==> config.mk <==
export PLATFORM = sky130hd
export DESIGN_NAME = seq_mult
export DESIGN_NICKNAME = d
export VERILOG_FILES = /design/src/rtl/seq_mult.sv
export SDC_FILE = /design/constraint.sdc
export NUM_CORES = 1
export LEC_CHECK = 0
export ABC_AREA = 1
export CORE_MARGIN = 4
export CORE_UTILIZATION = 40
export DETAILED_ROUTE_END_ITERATION = 8
export DONT_BUFFER_PORTS = 1
export GPL_TIMING_DRIVEN = 0
export PLACE_DENSITY = 0.63
export SKIP_LAST_GASP = 1
export SLEW_MARGIN = 25
export SYNTH_ARGS = -nofsm -noshare
export SYNTH_HDL_FRONTEND = slang
export SYNTH_SLANG_ARGS = --single-unit
==> constraint.sdc <==
create_clock -name clk -period 7.4 [get_ports clk]
set_input_delay 0.74 -clock clk [delete_from_list [all_inputs] [get_ports clk]]
set_output_delay 0.74 -clock clk [all_outputs]
set_load 0.01 [all_outputs]
==> src/rtl/seq_mult.sv <==
// Multi-cycle shift-add multiplier: one WIDTH+1-bit adder iterated WIDTH times,
// optional two's-complement mode via magnitude multiply and final negation.
module seq_mult #(
  parameter int WIDTH = 16
) (
  input  logic             clk,
  input  logic             rst,
  input  logic             start,
  input  logic             signed_mode,
  input  logic [WIDTH-1:0] A,
  input  logic [WIDTH-1:0] B,
  output logic             busy,
  output logic             done,
  output logic [WIDTH-1:0] hi,
  output logic [WIDTH-1:0] lo
);

  localparam int CW = $clog2(WIDTH);
  localparam logic [CW-1:0] LAST = CW'(WIDTH - 1);

  typedef enum logic [1:0] {IDLE, CALC, FIX} state_t;

  state_t             state;
  logic [WIDTH-1:0]   mcand;
  logic [WIDTH-1:0]   mplr;
  logic [WIDTH-1:0]   acc;
  logic [CW-1:0]      cnt;
  logic               neg;

  logic [WIDTH-1:0]   abs_a;
  logic [WIDTH-1:0]   abs_b;
  logic [WIDTH:0]     sum;
  logic [2*WIDTH-1:0] prod;
  logic [2*WIDTH-1:0] prod_fix;

  // -2^(WIDTH-1) negates to itself, which read as unsigned is its true magnitude
  always_comb begin
    abs_a = (signed_mode && A[WIDTH-1]) ? -A : A;
    abs_b = (signed_mode && B[WIDTH-1]) ? -B : B;
  end

  always_comb begin
    sum      = {1'b0, acc} + (mplr[0] ? {1'b0, mcand} : '0);
    prod     = {acc, mplr};
    prod_fix = neg ? -prod : prod;
  end

  always_ff @(posedge clk or posedge rst) begin
    if (rst) begin
      state <= IDLE;
      mcand <= '0;
      mplr  <= '0;
      acc   <= '0;
      cnt   <= '0;
      neg   <= 1'b0;
      busy  <= 1'b0;
      done  <= 1'b0;
      hi    <= '0;
      lo    <= '0;
    end else begin
      case (state)
        IDLE: begin
          done <= 1'b0;
          if (start) begin
            mcand <= abs_a;
            mplr  <= abs_b;
            acc   <= '0;
            cnt   <= '0;
            neg   <= signed_mode & (A[WIDTH-1] ^ B[WIDTH-1]);
            busy  <= 1'b1;
            state <= CALC;
          end
        end
        CALC: begin
          // Consumed multiplier bits shift out while product bits shift in
          acc   <= sum[WIDTH:1];
          mplr  <= {sum[0], mplr[WIDTH-1:1]};
          cnt   <= cnt + 1'b1;
          if (cnt == LAST) state <= FIX;
        end
        FIX: begin
          {hi, lo} <= prod_fix;
          done     <= 1'b1;
          busy     <= 1'b0;
          state    <= IDLE;
        end
        default: state <= IDLE;
      endcase
    end
  end

endmodule

Word-level counts from Yosys, hierarchy flattened
Index checks and enable logic that the tools add are counted.
W data, S select, Z words.
{"block": "totals", "ff_bits": 89, "out_inout_bits": 34, "in_bits": 36, "wordCells": 47}
{"block": "classes", "n_reduce_logical": 9, "mux": 16, "n_eq_ne": 5, "n_addsub": 5, "bitwise": 2}
{"cell": "$mux W16", "count": 5}
{"cell": "$pmux W16 S2", "count": 2}
{"cell": "$mux W32", "count": 1}
{"cell": "$neg A16 Y16", "count": 2}
{"cell": "$neg A32 Y32", "count": 1}
{"cell": "$add A16 B16 Y17", "count": 1}
{"cell": "$pmux W4 S2", "count": 1}
{"cell": "$reduce_and A2 Y1", "count": 4}
{"cell": "$add A4 B1 Y4 const B", "count": 1}
{"cell": "$eq A4 B4 Y1 const B", "count": 1}
{"cell": "$mux W2", "count": 2}
{"cell": "$mux W4", "count": 1}
{"cell": "$ne A2 B2 Y1 const B", "count": 2}
{"cell": "$pmux W1 S2", "count": 2}
{"cell": "$pmux W2 S2", "count": 1}
{"cell": "$reduce_bool A2 Y1", "count": 2}
{"cell": "$eq A2 B1 Y1 const B", "count": 1}
{"cell": "$eq A2 B2 Y1 const B", "count": 1}
{"cell": "$logic_and A1 B1 Y1", "count": 2}
{"cell": "$logic_not A2 Y1", "count": 1}
{"cell": "$and A1 B1 Y1", "count": 1}
{"cell": "$mux W1", "count": 1}
{"cell": "$xor A1 B1 Y1", "count": 1}

Depth between registers and ports, before layout
{"block": "logic_depth", "depth_word": 4, "depth_mapped": 16}

Worst setup path before layout
Ideal clock, no wire load.
{"block": "synth_path", "path_kind": "flip-flop to flip-flop", "startpoint": "register mplr[0]", "endpoint": "register acc[11]", "period_less_slack_ps": 2067, "setup_slack_ps": 5333, "required_time_ps": 7283, "arrival_ps": 1949, "path_buffers": 2, "path_stages_with_launch": 16, "setup_ps": 117, "cell_sequence": "dfrtp_1 -> buf_6 -> clkbuf_1 -> nand2_1 -> inv_1 -> ha_1 -> inv_1 -> fa_1 -> inv_1 -> nand3_1 -> nand3_1 -> nand3_1 -> nand3_1 -> nand2_1 -> nand3_1 -> nand2_1"}
{"block": "synth_via", "elab_chain_cells": 3}
{"item": "start, declared", "line_no": "25", "rtl": "logic [WIDTH-1:0] mplr;"}
{"item": "start signal, assigned", "line_no": "66", "rtl": "mplr <= abs_b;"}
{"item": "start signal, assigned", "line_no": "77", "rtl": "mplr <= {sum[0], mplr[WIDTH-1:1]};"}
{"item": "$mux W16", "line_no": "43", "rtl": "sum = {1'b0, acc} + (mplr[0] ? {1'b0, mcand} : '0);"}
{"item": "$add A16 B16 Y17", "line_no": "43"}
{"item": "$pmux W16 S2", "line_no": "61", "rtl": "case (state)"}
{"item": "end signal, assigned", "line_no": "76", "rtl": "acc <= sum[WIDTH:1];"}
{"item": "end, declared", "line_no": "26", "rtl": "logic [WIDTH-1:0] acc;"}
Every way passes these cells.
A chain may end at the register's enable or synchronous reset.

Worst setup path in the final report
Same ends and word-level chain as after synthesis.

==> flow_summary.yaml <==
outcome:
  status: "complete, no violations"
routing:
  avgViaCountPerCell: 5.05
  vias: 5608
  routed_wl_um: 15800
  drt_pass1_iterations: 6
  wl_per_cell_um: 14.2
  post-route-drc-count: 0
  drtIter0Drc: 425
  antenna_left: 0
synth:
  postSynthAreaPerCell_sq_um: 6.77
  synthAdderAreaFrac: 0.0440
  yosysSeqAreaShare: 0.363
  synth_ff_type: "dfrtp_1"
  synth_top_family_by_area: "simple AND/OR/NAND/NOR gates"
  synth_xor_area_frac: 0.0371
  synth-compound-area-share: 0.109
  synth_largest_area_cell: "dfrtp_1"
  synth-edff-count: 0
  yosys.area_share.simple: 0.350
  netlist_instances: 907
  synth_top_area_frac: 0.363
  ys_types: 39
  synth_seq_cells: 89
  async_flop_share: 1.00
  synth.area.top_cells: "dfrtp_1, nand2_1, nand3_1"
  syn_nets: 964
  synth_area_sq_um: 6140
  ys_warn_count: 0
  synth_mux_area_frac: 0
layout:
  stdcell_count: 1110
  area_growth_syn_to_layout_pct: 8.63
  layout_common_cells: "nand2_1, inv_1, dfrtp_1"
  n_antenna_cell: 0
  final_common_cell: "nand2_1"
  num-nets-final: 976
  layout-drive-gt1-share: 0.0597
sta:
  worst_pin_slew_ps: 608
  relSlewSlack: 0.595
  setup_violations: 0
  fin_skew_ps: 6.79
  finalHoldViolations: 0
  min_period_ps: 2340
  timing.fmax_ghz: 0.427
  fin_crit_sh: 0.317
  finalMaxSlewViolations: 0
  setup_tns_ps: 0
  rsz0062_at_grt: "false"
clock_network:
  numCtsBuffers: 9
  clock_path_buffers: 2
  cts.hold.buffers_added: 0
  cts.sinks: 89
  worstSkewPairLatency_ps: 350
  tritoncts: "done"
  cts_max_level: 3
  ctsResizeCount: 0
  post-cts-setup-buffer-count: 0
  clkTransAtPathRegs_ps: 60
  root_buffer: "clkbuf_16"
global_route:
  track_usage: 0.188
  grt_pass1_vias: 5365
  grt_pass1_wl_um: 26700
  antenna_found_initial: 0
  grt-ovfl-total: 0
  grt_max_degree: 62
critical_path:
  path_class: "flop to flop"
  cp.required_ps: 7650
  critPathLaunchType: "flop"
  crit_arrival_ps: 2590
  crit_fanout: 10
  crit_path_end_kind: "flop"
floorplanning:
  start_util: 0.407
  dieWidth_um: 132
  coreArea_sq_um: 15100
  ios: 70
  die_y_um: 132
  dieArea_sq_um: 17400
  num_rows: 45
placement:
  post-dp-hpwl_um: 12600
  place_inst: 1096
  gp_congestion: 0.889
  io_buffers: 0
flow_run:
  drv_cap: 0
power_and_ir_drop:
  ir_drop_mv: 0.163
  power_density_nw_per_um2: 419
  p_leak_uw: 0.00352
min_path:
  holdCritPathClass: "primary input to async pin"
==> final timing paths <==
path	start	end	slack, ps	cells after the start
min in group clk	mcand[11]	mcand[11]	480	2
max in group asynchronous	rst	mcand[12]	6620	2
hold reg to reg	mcand[11]	mcand[11]	480	2
setup reg to reg	mplr[0]	acc[11]	5060	15
hold / removal	rst	lo[5]	200	1
setup / recovery	mplr[0]	acc[11]	5060	15
==> logic make-up after synthesis <==
group / count (synthesis)
buffers and inverters: 143
AO/OA/AOI/OAI: 119
flip-flops: 89
adder cells (fa/ha/maj): 21
AND/OR/NAND/NOR: 509
XOR/XNOR: 26
==> state kept, by name, indices dropped and copies added, names as in the netlist <==
signal  cells
acc        16
neg         1
mcand      16
mplr       16
hi         16
cnt         4
state       2
lo         16
busy        1
done        1
==> through the flow <==
step | setup WS, ps | utilization | instance area (sq um) | power, uW | hold slack [ps]
after floorplan | 4350 | - | 6140 | 2010 | 449
after global placement | 3390 | 0.422 | 6370 | 2340 | 463
after detailed placement | 5030 | 0.424 | 6400 | 2370 | 468
after CTS | 5020 | 0.442 | 6670 | 2800 | 210
after global routing | 4770 | 0.442 | 6670 | 3080 | 229
final | 5060 | 0.442 | 6670 | 2790 | 204
==> cell type report <==
type | instances | area (sq um)
buffer | 24 | 146
clock buffer | 11 | 243
clock inverter | 3 | 18.8
fill | 1589 | 8420
inverter | 119 | 453
multi-input combinational | 675 | 3310
sequential | 89 | 2230
tap | 188 | 235
timing repair buffer | 1 | 27.5
==> metal layers <==
metal / global-route usage / routed length [um] / vias to the layer above / part of all wire
li1: - / - / 2924 / -
met1: 0.269 / 7940 / 2504 / 0.50
met2: 0.283 / 6620 / 152 / 0.42
met3: 0.0359 / 849 / 28 / 0.054
met4: 0.0671 / 380 / 0 / 0.024
met5: 0 / 0 / - / 0
==> power breakdown <==
group	switching, uW	internal (uW)
registers	276	707
clock network	191	233
logic	867	515
==> synth_stat cells, drive strengths merged, types with 5 or more instances <==
cell and n:
clkbuf 9, dfrtp 89, inv 118, buf 15, ha 20, nand3 88, o21ai 72, nor2 79
xor2 22, a22oi 14, nand4 13, a21oi 21, o22ai 5, nand2 316
==> worst max-delay path, stage by stage (launching register included) <==
cell and delay, ps:
dfrtp_1 340, buf_6 120, clkbuf_1 310, nand2_1 90, inv_1 80, ha_1 150, inv_1 60, fa_1 370
inv_1 100, nand3_1 80, nand3_1 130, nand3_1 120, nand3_1 110, nand2_1 60, nand3_1 70, nand2_1 50
(Power assumes the default switching activity.)
